$ cat config.mk
export PLATFORM = sky130hd
export DESIGN_NAME = pll_reg_loader_flat
export DESIGN_NICKNAME = d
export VERILOG_FILES = /design/src/rtl/pll_reg_loader_pkg.sv /design/src/rtl/pll_reg_loader_if.sv /design/src/rtl/pll_reg_loader_shift.sv /design/src/rtl/pll_reg_loader.sv /design/src/flat_wrapper.sv
export SDC_FILE = /design/constraint.sdc
export NUM_CORES = 1
export LEC_CHECK = 0
export BUFFER_PORTS_ARGS = -buffer_cell sky130_fd_sc_hd__buf_2
export CAP_MARGIN = 40
export CORE_ASPECT_RATIO = 0.7
export CORE_MARGIN = 4
export CORE_UTILIZATION = 57
export DETAILED_ROUTE_END_ITERATION = 10
export GPL_ROUTABILITY_DRIVEN = 0
export HOLD_SLACK_MARGIN = 0.03
export PLACE_DENSITY = 0.79
export RECOVER_POWER = 100
export REMOVE_ABC_BUFFERS = 1
export SYNTH_ARGS = -nofsm -noshare
export SYNTH_HDL_FRONTEND = slang
export SYNTH_SLANG_ARGS = --single-unit
$ cat constraint.sdc
create_clock -name clk -period 2.3 [get_ports clk]
set_input_delay 0.23 -clock clk [delete_from_list [all_inputs] [get_ports clk]]
set_output_delay 0.23 -clock clk [all_outputs]
set_load 0.01 [all_outputs]
$ cat src/rtl/pll_reg_loader_pkg.sv
// pll_loader_pkg: shared types and constants for the PLL register loader.
//   loaderStateT  - FSM state encoding (also exported on the debug port)
//   DEF_*         - default parameter values
//   clog2Min1()   - ceil(log2(n)) clamped to at least 1, for counter and port widths
package pll_loader_pkg;

  localparam int DEF_WORD_W    = 24;
  localparam int DEF_NUM_WORDS = 4;
  localparam int DEF_GAP_CYC   = 4;
  localparam int DEF_SCK_DIV   = 2;
  localparam int DEF_LOCK_TO   = 4096;
  localparam int DEF_MAX_RETRY = 3;

  typedef enum logic [2:0] {
    IDLE,
    GAP,
    LOAD,
    SHIFT,
    LATCH,
    WAIT_LOCK,
    DONE,
    ERR
  } loaderStateT;

  function automatic int clog2Min1(input int n);
    return (n <= 2) ? 1 : $clog2(n);
  endfunction

endpackage

$ cat src/rtl/pll_reg_loader_if.sv
// pll_reg_loader_if: word-table fetch port plus the three-wire serial bus to the PLL.
//   tblIdx  - index of the word being fetched (loader drives)
//   tblData - table word at tblIdx, valid combinationally in the same cycle
//   sdata   - serial data, MSB first
//   sclk    - serial clock, idle low
//   le      - latch-enable pulse after each word
// Handshake: there is no valid/ready pair. tblData is sampled by the loader on the
// single LOAD cycle of each word, and the PLL samples sdata on sclk rising edges and
// latches the word while le is high.
// WORD_W and NUM_WORDS must match the parameters of the attached pll_reg_loader.
interface pll_reg_loader_if
  import pll_loader_pkg::*;
#(
  parameter int WORD_W    = DEF_WORD_W,
  parameter int NUM_WORDS = DEF_NUM_WORDS
);
  localparam int IDX_W = clog2Min1(NUM_WORDS);

  logic [IDX_W-1:0]  tblIdx;
  logic [WORD_W-1:0] tblData;
  logic              sdata;
  logic              sclk;
  logic              le;

  modport master (output tblIdx, input tblData, output sdata, output sclk, output le);
  modport slave  (input tblIdx, output tblData, input sdata, input sclk, input le);
endinterface

$ cat src/rtl/pll_reg_loader_shift.sv
// spi_tx_shift: serialises one word, MSB first.
//   clk, syncRst - clock and synchronous active-high reset
//   load         - capture data and start shifting on the next cycle
//   data         - word to send
//   sdata        - serial data (MSB of the shift register, so it is a flop output)
//   sclk         - SCK_DIV cycles low then SCK_DIV cycles high per bit
//   doneBit      - high during the final cycle of the word
// Zeros shift in behind the data, so sdata returns to 0 once the word is out.
module spi_tx_shift
  import pll_loader_pkg::*;
#(
  parameter int WORD_W  = DEF_WORD_W,
  parameter int SCK_DIV = DEF_SCK_DIV
) (
  input  logic              clk,
  input  logic              syncRst,
  input  logic              load,
  input  logic [WORD_W-1:0] data,
  output logic              sdata,
  output logic              sclk,
  output logic              doneBit
);
  localparam int DIV_W = clog2Min1(SCK_DIV);
  localparam int BIT_W = clog2Min1(WORD_W);

  logic [WORD_W-1:0] shreg;
  logic              active;
  logic [DIV_W-1:0]  divCnt;
  logic [BIT_W-1:0]  bitCnt;
  logic              halfEnd;
  logic              lastBit;

  assign halfEnd = (divCnt == DIV_W'(SCK_DIV - 1));
  assign lastBit = (bitCnt == BIT_W'(WORD_W - 1));
  assign sdata   = shreg[WORD_W-1];
  assign doneBit = active & sclk & halfEnd & lastBit;

  always_ff @(posedge clk) begin
    if (syncRst) begin
      shreg  <= '0;
      active <= 1'b0;
      sclk   <= 1'b0;
      divCnt <= '0;
      bitCnt <= '0;
    end else if (load) begin
      shreg  <= data;
      active <= 1'b1;
      sclk   <= 1'b0;
      divCnt <= '0;
      bitCnt <= '0;
    end else if (active) begin
      if (halfEnd) begin
        divCnt <= '0;
        if (!sclk) begin
          sclk <= 1'b1;
        end else begin
          // Data only moves at the end of the high half, keeping sdata stable while sclk=1.
          sclk   <= 1'b0;
          shreg  <= shreg << 1;
          bitCnt <= bitCnt + BIT_W'(1);
          if (lastBit) active <= 1'b0;
        end
      end else begin
        divCnt <= divCnt + DIV_W'(1);
      end
    end
  end

endmodule

$ cat src/rtl/pll_reg_loader.sv
// pll_reg_loader: loads NUM_WORDS table words into a PLL over a three-wire serial bus,
// waits for lock, reloads on lock timeout (up to MAX_RETRY times) and on loss of lock.
//   clk, syncRst - clock and synchronous active-high reset
//   start        - one-cycle reload request, honoured only in DONE or ERR
//   lockDet      - PLL lock, already synchronised to clk
//   bus          - table fetch + serial bus (pll_reg_loader_if master)
//   busy/done/err- loading in progress / locked / retries exhausted
//   retryCnt     - reloads used in the current attempt
//   dbgState     - current FSM state
// GAP_CYC and SCK_DIV must be at least 1.
module pll_reg_loader
  import pll_loader_pkg::*;
#(
  parameter int WORD_W    = DEF_WORD_W,
  parameter int NUM_WORDS = DEF_NUM_WORDS,
  parameter int GAP_CYC   = DEF_GAP_CYC,
  parameter int SCK_DIV   = DEF_SCK_DIV,
  parameter int LOCK_TO   = DEF_LOCK_TO,
  parameter int MAX_RETRY = DEF_MAX_RETRY
) (
  input  logic                                 clk,
  input  logic                                 syncRst,
  input  logic                                 start,
  input  logic                                 lockDet,
  pll_reg_loader_if.master                     bus,
  output logic                                 busy,
  output logic                                 done,
  output logic                                 err,
  output logic [clog2Min1(MAX_RETRY+1)-1:0]    retryCnt,
  output loaderStateT                          dbgState
);
  localparam int IDX_W   = clog2Min1(NUM_WORDS);
  localparam int RTY_W   = clog2Min1(MAX_RETRY + 1);
  localparam int MAX_A   = (GAP_CYC > SCK_DIV) ? GAP_CYC : SCK_DIV;
  localparam int CNT_MAX = (LOCK_TO > MAX_A) ? LOCK_TO : MAX_A;
  localparam int CNT_W   = clog2Min1(CNT_MAX + 1);

  loaderStateT      state;
  logic [IDX_W-1:0] idx;
  // Shared cycle counter: gap length, le width, lock timeout, and in DONE the
  // number of consecutive lockDet=0 cycles seen so far.
  logic [CNT_W-1:0] cnt;
  logic             le;
  logic             restartReq;
  logic             shLoad;
  logic             shDone;
  logic             shSdata;
  logic             shSclk;

  assign shLoad = (state == LOAD);

  spi_tx_shift #(
    .WORD_W (WORD_W),
    .SCK_DIV(SCK_DIV)
  ) u_shift (
    .clk    (clk),
    .syncRst(syncRst),
    .load   (shLoad),
    .data   (bus.tblData),
    .sdata  (shSdata),
    .sclk   (shSclk),
    .doneBit(shDone)
  );

  assign bus.tblIdx = idx;
  assign bus.sdata  = shSdata;
  assign bus.sclk   = shSclk;
  assign bus.le     = le;
  assign dbgState   = state;

  // Full reload from word 0 with a fresh retry budget.
  always_comb begin
    restartReq = 1'b0;
    if (state == DONE)     restartReq = start || (!lockDet && cnt == CNT_W'(1));
    else if (state == ERR) restartReq = start;
  end

  always_ff @(posedge clk) begin
    if (syncRst) begin
      state    <= IDLE;
      idx      <= '0;
      retryCnt <= '0;
      cnt      <= '0;
      le       <= 1'b0;
      busy     <= 1'b0;
      done     <= 1'b0;
      err      <= 1'b0;
    end else if (restartReq) begin
      state    <= GAP;
      idx      <= '0;
      retryCnt <= '0;
      cnt      <= '0;
      busy     <= 1'b1;
      done     <= 1'b0;
      err      <= 1'b0;
    end else begin
      case (state)
        IDLE: begin
          state <= GAP;
          idx   <= '0;
          cnt   <= '0;
          busy  <= 1'b1;
        end
        GAP: begin
          if (cnt == CNT_W'(GAP_CYC - 1)) begin
            state <= LOAD;
            cnt   <= '0;
          end else begin
            cnt <= cnt + CNT_W'(1);
          end
        end
        LOAD: state <= SHIFT;
        SHIFT: begin
          if (shDone) begin
            state <= LATCH;
            le    <= 1'b1;
            cnt   <= '0;
          end
        end
        LATCH: begin
          if (cnt == CNT_W'(SCK_DIV - 1)) begin
            le  <= 1'b0;
            cnt <= '0;
            if (idx == IDX_W'(NUM_WORDS - 1)) begin
              state <= WAIT_LOCK;
            end else begin
              idx   <= idx + IDX_W'(1);
              state <= GAP;
            end
          end else begin
            cnt <= cnt + CNT_W'(1);
          end
        end
        WAIT_LOCK: begin
          if (lockDet) begin
            state <= DONE;
            busy  <= 1'b0;
            done  <= 1'b1;
            cnt   <= '0;
          end else if (cnt == CNT_W'(LOCK_TO - 1)) begin
            cnt <= '0;
            if (retryCnt < RTY_W'(MAX_RETRY)) begin
              retryCnt <= retryCnt + RTY_W'(1);
              idx      <= '0;
              state    <= GAP;
            end else begin
              state <= ERR;
              busy  <= 1'b0;
              err   <= 1'b1;
            end
          end else begin
            cnt <= cnt + CNT_W'(1);
          end
        end
        DONE: begin
          // A single low cycle is tolerated; the second consecutive one triggers restartReq.
          cnt <= lockDet ? '0 : CNT_W'(1);
        end
        ERR: ;
        default: state <= IDLE;
      endcase
    end
  end

endmodule

$ cat src/flat_wrapper.sv
// flat-port wrapper written by rule: the top's interface ports become plain ports
module pll_reg_loader_flat import pll_loader_pkg::*;
#(
  parameter int WORD_W    = DEF_WORD_W,
  parameter int NUM_WORDS = DEF_NUM_WORDS,
  parameter int GAP_CYC   = DEF_GAP_CYC,
  parameter int SCK_DIV   = DEF_SCK_DIV,
  parameter int LOCK_TO   = DEF_LOCK_TO,
  parameter int MAX_RETRY = DEF_MAX_RETRY
)
  (clk, syncRst, start, lockDet, busy, done, err, retryCnt, dbgState, bus_tblIdx, bus_tblData, bus_sdata, bus_sclk, bus_le);
  pll_reg_loader_if #(.WORD_W(WORD_W), .NUM_WORDS(NUM_WORDS)) bus_i ();
  input  logic clk;
  input  logic syncRst;
  input  logic start;
  input  logic lockDet;
  output logic busy;
  output logic done;
  output logic err;
  output logic [clog2Min1(MAX_RETRY+1)-1:0] retryCnt;
  output loaderStateT dbgState;
  output wire logic [$bits(bus_i.tblIdx)-1:0] bus_tblIdx;
  input wire logic [$bits(bus_i.tblData)-1:0] bus_tblData;
  output wire logic [$bits(bus_i.sdata)-1:0] bus_sdata;
  output wire logic [$bits(bus_i.sclk)-1:0] bus_sclk;
  output wire logic [$bits(bus_i.le)-1:0] bus_le;
  assign bus_tblIdx = bus_i.tblIdx;
  assign bus_i.tblData = bus_tblData;
  assign bus_sdata = bus_i.sdata;
  assign bus_sclk = bus_i.sclk;
  assign bus_le = bus_i.le;
  pll_reg_loader #(.WORD_W(WORD_W), .NUM_WORDS(NUM_WORDS), .GAP_CYC(GAP_CYC), .SCK_DIV(SCK_DIV), .LOCK_TO(LOCK_TO), .MAX_RETRY(MAX_RETRY)) u_core (.clk(clk), .syncRst(syncRst), .start(start), .lockDet(lockDet), .bus(bus_i), .busy(busy), .done(done), .err(err), .retryCnt(retryCnt), .dbgState(dbgState));
endmodule
# Word level (Yosys, flattened, before mapping)
# Cells that the tools add are included.
# Widths: inputs -> output; s select.
# classes
n_reduce_logical	27
n_bitwise	6
muxes	43
n_lt_le_gt_ge	1
eq_ne	25
n_addsub	5
# ops
cell	count
$mux 24	4
$pmux 13 s6	1
$mux 13	5
$mux 3	7
$pmux 3 s6	1
$mux 1	17
$add 13x1->13 const B	1
$eq 13x1->1 const B	1
$eq 13x12->1 const B	1
$eq 13x2->1 const B	1
$eq 3x3->1 const B	4
$reduce_and 4->1	3
$reduce_bool 6->1	2
$mux 2	5
$ne 2x1->1 const B	5
$reduce_and 5->1	2
$ne 3x1->1 const B	3
$reduce_and 3->1	3
$reduce_bool 2->1	4
$reduce_bool 7->1	1
$eq 3x2->1 const B	2
$pmux 2 s3	1
$reduce_and 2->1	3
$reduce_and 6->1	1
other kinds (20)	29
# word_totals
inputBits	28
register_bits	56
out_inout_bits	13

# Depth between registers and ports, before layout
# logic_depth
depth_word	6
ltp_mapped	7
depth_no_buf	6

# Cells and area by module
# From an unflattened synthesis, not the netlist that was laid out.
# unflattened
cells_unflattened	354
hier_area_um2	2887.8
# modules_own_cells
mod	seq_area_each_um2	area_per_inst_um2	cells_per_inst	n_inst
pll_reg_loader	480.5	1493.9	181	1
spi_tx_shift	640.6	1393.8	173	1

# Worst setup path before layout
# No wires, ideal clock.
# synth_path
path_kind	reg2reg
from	reg u_core.cnt[0]
to	reg u_core.state[0] (netlist: u_core.dbgState[0])
slack_ns	0.422
period_less_slack_ns	1.878
required_ns	2.209
n_path_buf	0
path_stages_with_launch	7
t_arrival_ns	1.787
cell_sequence	dfxtp_1 > ha_1 > nand3_4 > nor4_4 > nor3_2 > a211o_1 > a311oi_1
# synth_between
elab_chain_len	6
word_cells_on_any_way	13
classes_between	eq/ne (7); mux (2); reduce/logical (4)
# synth_rtl
item	line	rtl
from (decl)	pll_reg_loader.sv:42	logic [CNT_W-1:0] cnt;
from (signal assigned)	pll_reg_loader.sv:109	cnt <= cnt + CNT_W'(1);
from (signal assigned)	pll_reg_loader.sv:131	cnt <= cnt + CNT_W'(1);
from (signal assigned)	pll_reg_loader.sv:152	cnt <= cnt + CNT_W'(1);
$eq 13x1->1	pll_reg_loader.sv:74, pll_reg_loader.sv:121	
$logic_and 1x1->1	pll_reg_loader.sv:74	if (state == DONE) restartReq = start || (!lockDet && cnt == CNT_W'(1));
$logic_or 1x1->1	pll_reg_loader.sv:74	
$mux 1	pll_reg_loader.sv:74	
$ne 4x2->1 (no line), or another cell as far along	n/a	
$reduce_and 5->1 (no line)	n/a	
to (signal assigned)	pll_reg_loader.sv:80	state <= IDLE;
to (signal assigned)	pll_reg_loader.sv:89	state <= GAP;
to (signal assigned)	pll_reg_loader.sv:99	state <= GAP;
to (decl)	pll_reg_loader.sv:38	loaderStateT state;
# Parallel ways exist; a longest one is shown, timed or not.
# A chain may end at the register's enable or synchronous reset.

# Final worst setup path
# layout_path
from	reg u_core.cnt[0]
to	reg u_core.cnt[0]
# layout_between
elab_chain_len	5
word_cells_on_any_way	13
classes_between	add/sub (1); eq/ne (3); mux (6); reduce/logical (3)
# layout_rtl
item
branches (longest 5 deep; another with $add 13x1->13)
# Several ways; the timed one is not identified.

==> run_results.csv <==
group,metric,value,unit
worst_setup_path,crit_path_cell_trace,"ha_1 -> nand3_4 -> nor4_2 -> nor3_2 -> buf_4 -> o31ai_1 -> a21oi_1",
cts,postCtsHoldBufs,0,
worst_setup_path,cp_num_cells,7,
detailed_routing,vias_per_cell,5.842,
detailed_routing,vias,2693,
cts,clk_latency,0.31,ns
synthesis,synth_area_leaders,"dfxtp_1 (40%), nand2_1 (9.0%), a311oi_1 (7.5%), nor2_1 (6.4%), a21oi_1 (4.1%)",
worst_setup_path,crit_slowest_cell,"dfxtp_1",
detailed_routing,finalWirelength,6.434,mm
synthesis,ys_seq_area_frac,0.3996,
global_route,grt_max_degree,50,
synthesis,synth_area,2805,µm²
cts,htree_levels,2,
pwr,ir_drop,517.4,µV
cells_and_area,drive_above_1_share,0.1352,
floorplanning,ioPinCount,41,
cts,path_clk_slew,0.10,ns
worst_setup_path,reg2regPathDepth,7,
timing,fin_hold_ws,0.1868,ns
min_path,hold_path.class,"input pin to register",
global_route,grt_pass1_wl,10.56,mm
placement,hpwl,4.454,mm
synthesis,synth-async-reset-ratio,0,
worst_setup_path,cp.arrival,2.33,ns
detailed_routing,dr.pass1.iters,5,
cts,clk_path_buf_depth,2,
synthesis,yosysMostFrequentCell,"nand2_1",
status,status,"finished, final reports clean",
min_path,min_path_cells,3,
cts,cts_tree,"built",
global_route,grt_pass1_vias,2280,
timing,clock_skew,0.007143,ns
synthesis,ys.flop_type,"dfxtp_1",
floorplanning,core,4756,µm²
timing,finalHoldViolCount,0,
timing,setup_slack,0.1579,ns
cts,clock-sinks,56,
timing,post-route-min-period,2.142,ns
worst_setup_path,path_buf_inv,1,
timing,setup_tns,0,ns
flow_run,maxCapViolCount,0,
cts,cts_resized,0,
timing,max-slew-margin-rel,0.4943,
pwr,powerDensity,957.1,nW/µm²
pwr,p_leak,1.154,nW
global_route,antenna_found_initial,0,
cts,root_buffer,"clkbuf_8",
synthesis,synth_top_cell_by_area,"dfxtp_1",
timing,timing.fmax,466.8,MHz
placement,dpl_worst_slack,0.2388,ns
worst_setup_path,startpoint_type,"register",
synthesis,synth-edff-count,0,
global_route,grt_usage,0.2115,
detailed_routing,drc,0,
timing,worst-slew-pin-transition,0.7521,ns
detailed_routing,wl_per_cell,13.96,µm
timing,finalMaxSlewViolations,0,
floorplanning,die_h,66.70,µm
timing,setup_violations,0,
cts,cts_buffers,5,
cells_and_area,diodes,0,
synthesis,ys_types,51,
worst_setup_path,crit_family,"simple AND/OR/NAND/NOR gates",
worst_setup_path,crit_fanout,9,
worst_setup_path,cpPeakStageDelay,0.44,ns
floorplanning,die_x,91.85,µm
floorplanning,dieArea,6126,µm²
timing,rsz0062_at_grt,"no",
synthesis,ys_ff_latch,56,
detailed_routing,antenna_left,0,
global_route,grt_overflow_total,0,
worst_setup_path,endpoint_kind,"register",
pwr,finalPower,3.018,mW
synthesis,synth_area_per_cell,7.858,µm²
detailed_routing,drtIter0Drc,258,
worst_setup_path,path_class,"register to register",
cells_and_area,syn_to_final_growth,12.40,%
floorplanning,initial_utilization,0.5898,
cts,cts_setup_buffers,0,
cells_and_area,fin_nets,424,
cells_and_area,final_core_util,0.6630,
synthesis,synth_warnings,0,
timing,period_share,0.9313,
synthesis,synth_top_area_share,0.3996,
floorplanning,num_rows,21,
placement,numPortBuffers,40,
synthesis,syn_inst,357,
worst_setup_path,required,2.49,ns
synthesis,synthTopCellsByCount,"nand2_1 (67), dfxtp_1 (56), nor2_1 (48), a311oi_1 (24), a21oi_1 (23)",
-- registers in the layout (all words and copies together), names as in the netlist --
| register | flops |
|---|---|
| u_core.u_shift.bitCnt | 5 |
| u_core.u_shift.divCnt | 1 |
| u_core.err | 1 |
| u_core.u_shift.active | 1 |
| u_core.u_shift.sclk | 1 |
| u_core.bus.le | 1 |
| u_core.bus.tblIdx | 2 |
| u_core.done | 1 |
| u_core.dbgState | 3 |
| u_core.busy | 1 |
| u_core.cnt | 13 |
| u_core.u_shift.shreg | 24 |
| u_core.retryCnt | 2 |
-- layout make-up --
class                      count  area (µm²)
timing repair buffer          52       266.5
inverter                       6       22.52
tap                           69       86.33
clock inverter                 2       35.03
clock buffer                   6       72.57
fill                         418        1603
sequential                    56        1121
multi-input combinational    270        1549
-- final timing paths --
check / slack (ns) / endpoint / from
worst max-delay path: 0.16 / u_core.cnt[0] / u_core.cnt[0]
worst min-delay path: 0.19 / u_core.u_shift.shreg[0] / bus_tblData[0]
worst max register to register: 0.16 / u_core.cnt[0] / u_core.cnt[0]
worst min register to register: 0.48 / u_core.u_shift.shreg[0] / u_core.u_shift.shreg[0]
-- cell families (layout without fill, tap and decap cells) --
kind of cell,after synthesis,count (layout),synth area share
AOI/OAI and AO/OA,93,93,0.2333
muxes,1,1,0.003568
xor gates and xnor gates,7,7,0.02186
buffers and inverters,31,66,0.04371
and+or+nand+nor,164,164,0.2756
DFF,56,56,0.3996
adders and majority gates,5,5,0.02230
-- stage by stage --
step           area [µm²]  std cells
6_report             3153        461
2_1_floorplan        2705        332
5_1_grt              3153        461
3_5_place_dp         3082        453
4_1_cts              3189        461
3_3_place_gp         3074        452
-- power by group --
part           internal [mW]  total, mW  leakage (nW)  switching (mW)
clock                  0.324      0.641        0.0552           0.317
sequential              1.19       1.35         0.455           0.163
combinational          0.392       1.02         0.644           0.632
-- worst register-to-register path: stages, from the launching register on --
cell and delay (ns):
dfxtp_1 0.44, ha_1 0.32, nand3_4 0.14, nor4_2 0.44
nor3_2 0.16, buf_4 0.21, o31ai_1 0.22, a21oi_1 0.10
-- cell usage in the layout, fill, tap and decap left out, drive strengths merged, types with 7 or more instances in the layout --
cell type | Yosys | routed
o22ai | 7 | 7
o21ai | 14 | 14
a21oi | 24 | 24
clkbuf | 19 | 19
nand4 | 9 | 9
nor2 | 48 | 48
nand2 | 67 | 67
nand3 | 10 | 10
a311oi | 24 | 24
buf | 6 | 39
dfxtp | 56 | 56
-- metal layers --
layer | share of wire | GRT usage | up-vias
met2 | 0.41 | 0.2955 | 95
met4 | 0.0079 | 0.05926 | 0
met3 | 0.062 | 0.04063 | 6
met5 | 0 | 0 | -
li1 | - | - | 1364
met1 | 0.52 | 0.3248 | 1228
Note: power is estimated with default switching activity, not from simulation.
